**src/rtl/reaction_timer_if.sv**
```systemverilog
// rtl/reaction_timer_if.sv - button inputs and game outputs of the reaction timer
interface reaction_timer_if;
    logic        start;
    logic        react;
    logic [1:0]  state;
    logic [13:0] current_score;
    logic        led_go;
    logic        false_start;

    modport master (
        output start, react,
        input  state, current_score, led_go, false_start
    );

    modport slave (
        input  start, react,
        output state, current_score, led_go, false_start
    );
endinterface

```
**src/rtl/reaction_timer.sv**
```systemverilog
// rtl/reaction_timer.sv - round controller and millisecond score generator for the reaction game
module reaction_timer #(
    parameter int TICKS_PER_MS = 50000,
    parameter int MIN_DELAY_MS = 1000,
    parameter int DELAY_BITS   = 11,
    parameter int MAX_SCORE    = 9999
) (
    input  logic            iCLK,
    input  logic            iRST_N,
    reaction_timer_if.slave bus
);
    localparam int DW = DELAY_BITS + 11;
    localparam int PW = (TICKS_PER_MS > 1) ? $clog2(TICKS_PER_MS) : 1;

    typedef enum logic [1:0] {
        S_IDLE = 2'd0,
        S_WAIT = 2'd1,
        S_MEAS = 2'd2,
        S_DONE = 2'd3
    } state_t;

    state_t          state_q, state_d;
    logic [13:0]     score_q, score_d;
    logic            led_go_q, led_go_d;
    logic            false_start_q, false_start_d;
    logic [DW-1:0]   delay_q, delay_d;
    logic [1:0]      done_cnt_q, done_cnt_d;
    logic [PW-1:0]   presc_q;
    logic            start_q, react_q;
    logic [15:0]     lfsr_q;

    logic start_rise, react_rise, ms_tick, lfsr_fb;

    assign start_rise = bus.start & ~start_q;
    assign react_rise = bus.react & ~react_q;
    assign ms_tick    = (presc_q == PW'(TICKS_PER_MS - 1));
    assign lfsr_fb    = lfsr_q[15] ^ lfsr_q[13] ^ lfsr_q[12] ^ lfsr_q[10];

    always_comb begin
        state_d       = state_q;
        score_d       = score_q;
        led_go_d      = led_go_q;
        false_start_d = false_start_q;
        delay_d       = delay_q;
        done_cnt_d    = 2'd0;
        case (state_q)
            S_IDLE: begin
                led_go_d = 1'b0;
                if (start_rise) begin
                    delay_d       = DW'(MIN_DELAY_MS) + DW'(lfsr_q[DELAY_BITS-1:0]);
                    score_d       = 14'd0;
                    false_start_d = 1'b0;
                    state_d       = S_WAIT;
                end
            end
            S_WAIT: begin
                if (react_rise) begin
                    false_start_d = 1'b1;
                    score_d       = 14'(MAX_SCORE);
                    state_d       = S_DONE;
                end else if (ms_tick) begin
                    delay_d = delay_q - DW'(1);
                    if (delay_q <= DW'(1)) begin
                        state_d  = S_MEAS;
                        led_go_d = 1'b1;
                        score_d  = 14'd0;
                    end
                end
            end
            S_MEAS: begin
                // react beats a coincident tick, so the score is the one shown at the press
                if (react_rise) begin
                    state_d  = S_DONE;
                    led_go_d = 1'b0;
                end else if (ms_tick) begin
                    if (score_q + 14'd1 >= 14'(MAX_SCORE)) begin
                        score_d  = 14'(MAX_SCORE);
                        state_d  = S_DONE;
                        led_go_d = 1'b0;
                    end else begin
                        score_d = score_q + 14'd1;
                    end
                end
            end
            S_DONE: begin
                led_go_d = 1'b0;
                // hold DONE for two edges so the high-score updater can commit
                if (done_cnt_q != 2'd2) begin
                    done_cnt_d = done_cnt_q + 2'd1;
                end else begin
                    done_cnt_d = done_cnt_q;
                    if (start_rise) begin
                        state_d = S_IDLE;
                    end
                end
            end
            default: state_d = S_IDLE;
        endcase
    end

    always_ff @(posedge iCLK) begin
        if (!iRST_N) begin
            state_q       <= S_IDLE;
            score_q       <= 14'd0;
            led_go_q      <= 1'b0;
            false_start_q <= 1'b0;
            delay_q       <= '0;
            done_cnt_q    <= 2'd0;
            presc_q       <= '0;
            start_q       <= 1'b0;
            react_q       <= 1'b0;
            lfsr_q        <= 16'hACE1;
        end else begin
            state_q       <= state_d;
            score_q       <= score_d;
            led_go_q      <= led_go_d;
            false_start_q <= false_start_d;
            delay_q       <= delay_d;
            done_cnt_q    <= done_cnt_d;
            start_q       <= bus.start;
            react_q       <= bus.react;
            lfsr_q        <= {lfsr_q[14:0], lfsr_fb};
            // restart the millisecond grid on every state change
            if (state_d != state_q || ms_tick) begin
                presc_q <= '0;
            end else begin
                presc_q <= presc_q + PW'(1);
            end
        end
    end

    assign bus.state         = state_q;
    assign bus.current_score = score_q;
    assign bus.led_go        = led_go_q;
    assign bus.false_start   = false_start_q;
endmodule
```
**src/flat_wrapper.sv**
```systemverilog
// flat-port wrapper written by rule: the top's interface ports become plain ports
module reaction_timer_flat 
#(
    parameter int TICKS_PER_MS = 50000,
    parameter int MIN_DELAY_MS = 1000,
    parameter int DELAY_BITS   = 11,
    parameter int MAX_SCORE    = 9999
)
  (iCLK, iRST_N, bus_start, bus_react, bus_state, bus_current_score, bus_led_go, bus_false_start);
  reaction_timer_if bus_i ();
  input  logic iCLK;
  input  logic iRST_N;
  input wire logic [$bits(bus_i.start)-1:0] bus_start;
  input wire logic [$bits(bus_i.react)-1:0] bus_react;
  output wire logic [$bits(bus_i.state)-1:0] bus_state;
  output wire logic [$bits(bus_i.current_score)-1:0] bus_current_score;
  output wire logic [$bits(bus_i.led_go)-1:0] bus_led_go;
  output wire logic [$bits(bus_i.false_start)-1:0] bus_false_start;
  assign bus_i.start = bus_start;
  assign bus_i.react = bus_react;
  assign bus_state = bus_i.state;
  assign bus_current_score = bus_i.current_score;
  assign bus_led_go = bus_i.led_go;
  assign bus_false_start = bus_i.false_start;
  reaction_timer #(.TICKS_PER_MS(TICKS_PER_MS), .MIN_DELAY_MS(MIN_DELAY_MS), .DELAY_BITS(DELAY_BITS), .MAX_SCORE(MAX_SCORE)) u_core (.iCLK(iCLK), .iRST_N(iRST_N), .bus(bus_i));
endmodule
```
**config.mk**
```make
export PLATFORM = sky130hd
export DESIGN_NAME = reaction_timer_flat
export DESIGN_NICKNAME = d
export VERILOG_FILES = /design/src/rtl/reaction_timer_if.sv /design/src/rtl/reaction_timer.sv /design/src/flat_wrapper.sv
export SDC_FILE = /design/constraint.sdc
export NUM_CORES = 1
export LEC_CHECK = 0
export ABC_AREA = 1
export CAP_MARGIN = 20
export CELL_PAD_IN_SITES_DETAIL_PLACEMENT = 0
export CELL_PAD_IN_SITES_GLOBAL_PLACEMENT = 1
export CORE_AREA = 2 2 114 94
export DETAILED_ROUTE_END_ITERATION = 8
export DIE_AREA = 0 0 116 96
export PLACE_DENSITY_LB_ADDON = 0.3
export SYNTH_ARGS = -nofsm -noshare
export SYNTH_HDL_FRONTEND = slang
export SYNTH_SLANG_ARGS = --single-unit
```
**constraint.sdc**
```tcl
create_clock -name iCLK -period 3 [get_ports iCLK]
set_input_delay 0.6 -clock iCLK [delete_from_list [all_inputs] [get_ports iCLK]]
set_output_delay 0.6 -clock iCLK [all_outputs]
set_load 0.005 [all_outputs]
```
==> results.sh <==
export IMPL_run_status="finished, final reports clean"
export IMPL_n_antenna_cell=0
export IMPL_critPathKind="flop to flop"
export IMPL_vias=3908
export IMPL_cts_setup_buffers=0
export IMPL_portBuffers=21
export IMPL_worst_pin_slew_ns=0.751
export IMPL_max_cap_viol_count=0
export IMPL_timing_final_crit_share_pct=86.1
export IMPL_cts_sinks=76
export IMPL_finalHoldViolCount=0
export IMPL_gp_congestion=0.847
export IMPL_yosys_warnings=0
export IMPL_htree_levels=3
export IMPL_crit_path_max_incr_delay_ns=0.60
export IMPL_synth_top_area_share_pct=35.6
export IMPL_tns_ns=0
export IMPL_finalWirelength_um=9830
export IMPL_critPathLaunch="u_core.bus.state[0]$_SDFF_PN0_"
export IMPL_clock_path_buffers=2
export IMPL_dieArea_mm2=0.0111
export IMPL_synth_seq_area_share_pct=35.6
export IMPL_clk_latency_ns=0.34
export IMPL_cp_required_ns=3.23
export IMPL_core_mm2=0.00999
export IMPL_dieHeight_um=96
export IMPL_finalSetupViolCount=0
export IMPL_syn_avg_cell_area_um2=6.89
export IMPL_cts_buffers=9
export IMPL_drt_initial_drc_count=265
export IMPL_path_cells="ha_1 > inv_1 > a21oi_1 > nand2_1 > nor2_1 > nand4_1 > o21ai_0 > a21oi_1"
export IMPL_cts_hold_buf=0
export IMPL_start_util_pct=42.8
export IMPL_antenna_found_initial=0
export IMPL_drc=0
export IMPL_fmax_mhz=387
export IMPL_viasPerCell=4.93
export IMPL_fin_area_mm2=0.00497
export IMPL_clock_root_buffer="clkbuf_16"
export IMPL_slowest_stage="ha_1"
export IMPL_drive_gt1_share_pct=9.95
export IMPL_ys_ff_latch=76
export IMPL_grt_max_degree=23
export IMPL_critical_path_buf_inv_count=1
export IMPL_postCtsResizedCells=0
export IMPL_io_pins=22
export IMPL_hold_worst_slack_ns=0.415
export IMPL_wl_per_cell_um=12.4
export IMPL_grt_pass1_vias=3780
export IMPL_skew_ns=0.00771
export IMPL_total_power_mw=4.07
export IMPL_dp_hpwl_um=7120
export IMPL_worstHoldStart="u_core.lfsr_q[11]$_SDFF_PN1_"
export IMPL_syn_area_mm2=0.00428
export IMPL_cts_clk_slew_worst_paths_ns=0.06
export IMPL_cts_tree="yes"
export IMPL_syn_nets=636
export IMPL_nets=663
export IMPL_gr_total_overflow=0
export IMPL_synth_area_leader_cell="dfxtp_1"
export IMPL_yosysUniqueCellTypes=40
export IMPL_r2r_start="u_core.bus.state[0]$_SDFF_PN0_"
export IMPL_cpMostUsedCell="a21oi_1"
export IMPL_min_path_type="flop to flop"
export IMPL_die_w_um=116
export IMPL_layout_commonest_cell="nand2_1"
export IMPL_slew_headroom_pct=49.9
export IMPL_grt_pass1_wl_um=17700
export IMPL_dpl_instance_area_mm2=0.00464
export IMPL_mostFrequentLayoutCells="nand2_1, inv_1, dfxtp_1"
export IMPL_end_kind="flop"
export IMPL_cp_data_arrival_time_ns=2.81
export IMPL_vdd_ir_drop_max_mv=0.515
export IMPL_synthTopCellsByArea="dfxtp_1, nand2_1, inv_1"
export IMPL_critical_path_top_delay_family="simple AND/OR/NAND/NOR gates"
export IMPL_drt_pass1_iter_count=5
export IMPL_drt_antenna_violating_nets=0
export IMPL_p_leak_nw=2.02
export IMPL_rows=33
export IMPL_grtUsageTotal_pct=20.0
export IMPL_power_density_mw_per_mm2=820
export IMPL_final_setup_worst_slack_ns=0.418
export IMPL_pre_cts_ws_ns=0.389
export IMPL_startpoint_type="flop"
export IMPL_drv_slew=0
export IMPL_crit_fanout=16
export IMPL_period_needed_ns=2.58
export IMPL_area_growth_pct=16.1
export IMPL_rsz0062_at_grt="no"
export IMPL_netlist_instances=621
-- path summary, 6_finish.rpt --
check / to / slack (ns) / cells after the start
worst max-delay path: u_core.delay_q[20]$_SDFFE_PN0P_ / 0.42 / 8
worst min-delay path: u_core.lfsr_q[12]$_SDFF_PN0_ / 0.41 / 2
worst min register to register: u_core.lfsr_q[12]$_SDFF_PN0_ / 0.41 / 2
worst max register to register: u_core.delay_q[20]$_SDFFE_PN0P_ / 0.42 / 8
-- layout make-up --
| class | count | area, um2 |
|---|---|---|
| Multi-Input combinational cell | 444 | 2350 |
| Timing Repair Buffer | 31 | 285 |
| Tap cell | 140 | 175 |
| Clock inverter | 5 | 83.8 |
| Clock buffer | 11 | 233 |
| Inverter | 86 | 323 |
| Sequential cell | 76 | 1520 |
| Fill cell | 1058 | 5020 |
-- where the power goes --
group          leakage (nW)  internal [mW]  switching, mW
clock                 0.146          0.732          0.431
sequential            0.621           1.16          0.147
combinational          1.26          0.560           1.05
total                  2.02           2.45           1.62
-- routing by layer --
layer / up-vias / wire length [um] / GRT usage (%)
met3: 11 / 487 / 4.60
li1: 2054 / - / -
met2: 87 / 4120 / 29.9
met5: - / 0 / 0
met1: 1756 / 5090 / 28.5
met4: 0 / 133 / 6.25
-- state kept, by name (all words and copies together) (netlist names) --
signal and cells:
u_core.delay_q 22, u_core.lfsr_q 16, u_core.presc_q 16, u_core.bus.current_score 14
u_core.bus.state 2, u_core.done_cnt_q 2, u_core.bus.false_start 1, u_core.bus.led_go 1
u_core.react_q 1, u_core.start_q 1
-- tightest hold or removal path, stage by stage (launching register included) --
cell	delay (ns)
dfxtp_1	0.30
nand2_1	0.05
inv_1	0.04
-- metrics by stage --
stage          cells  util (%)
4_1_cts          792      49.6
5_1_grt          793      49.7
3_5_place_dp     776      46.5
6_report         793      49.7
3_3_place_gp     776      46.5
2_1_floorplan    621         -
-- logic make-up (layout without fill, tap and decap cells) --
logic type	Yosys count	count (layout)	synth area share, %
AO/OA/AOI/OAI	104	104	13.3
XOR/XNOR	22	22	4.51
adder cells (fa/ha/maj)	11	11	3.22
buffers and inverters	101	133	9.57
flip-flops	76	76	35.6
AND/OR/NAND/NOR	307	307	33.8
-- cell usage after synthesis (all sizes together) --
| cell | number |
|---|---|
| nand2 | 148 |
| inv | 86 |
| nor2 | 86 |
| dfxtp | 76 |
| a21oi | 47 |
| o21ai | 34 |
| nand3 | 30 |
| nand4 | 16 |
| xor2 | 16 |
| nor3 | 12 |
| ha | 11 |
| clkbuf | 10 |
| a31oi | 9 |
| xnor2 | 6 |
| buf | 5 |
| or2 | 5 |
| nor4 | 4 |
| o21a | 4 |
| a211oi | 3 |
| nand3b | 3 |
| nor3b | 2 |
| o21bai | 2 |
| o31ai | 2 |
| a22oi | 1 |
| o211ai | 1 |
| o22ai | 1 |
| or3 | 1 |
(Power assumes the default switching activity.)
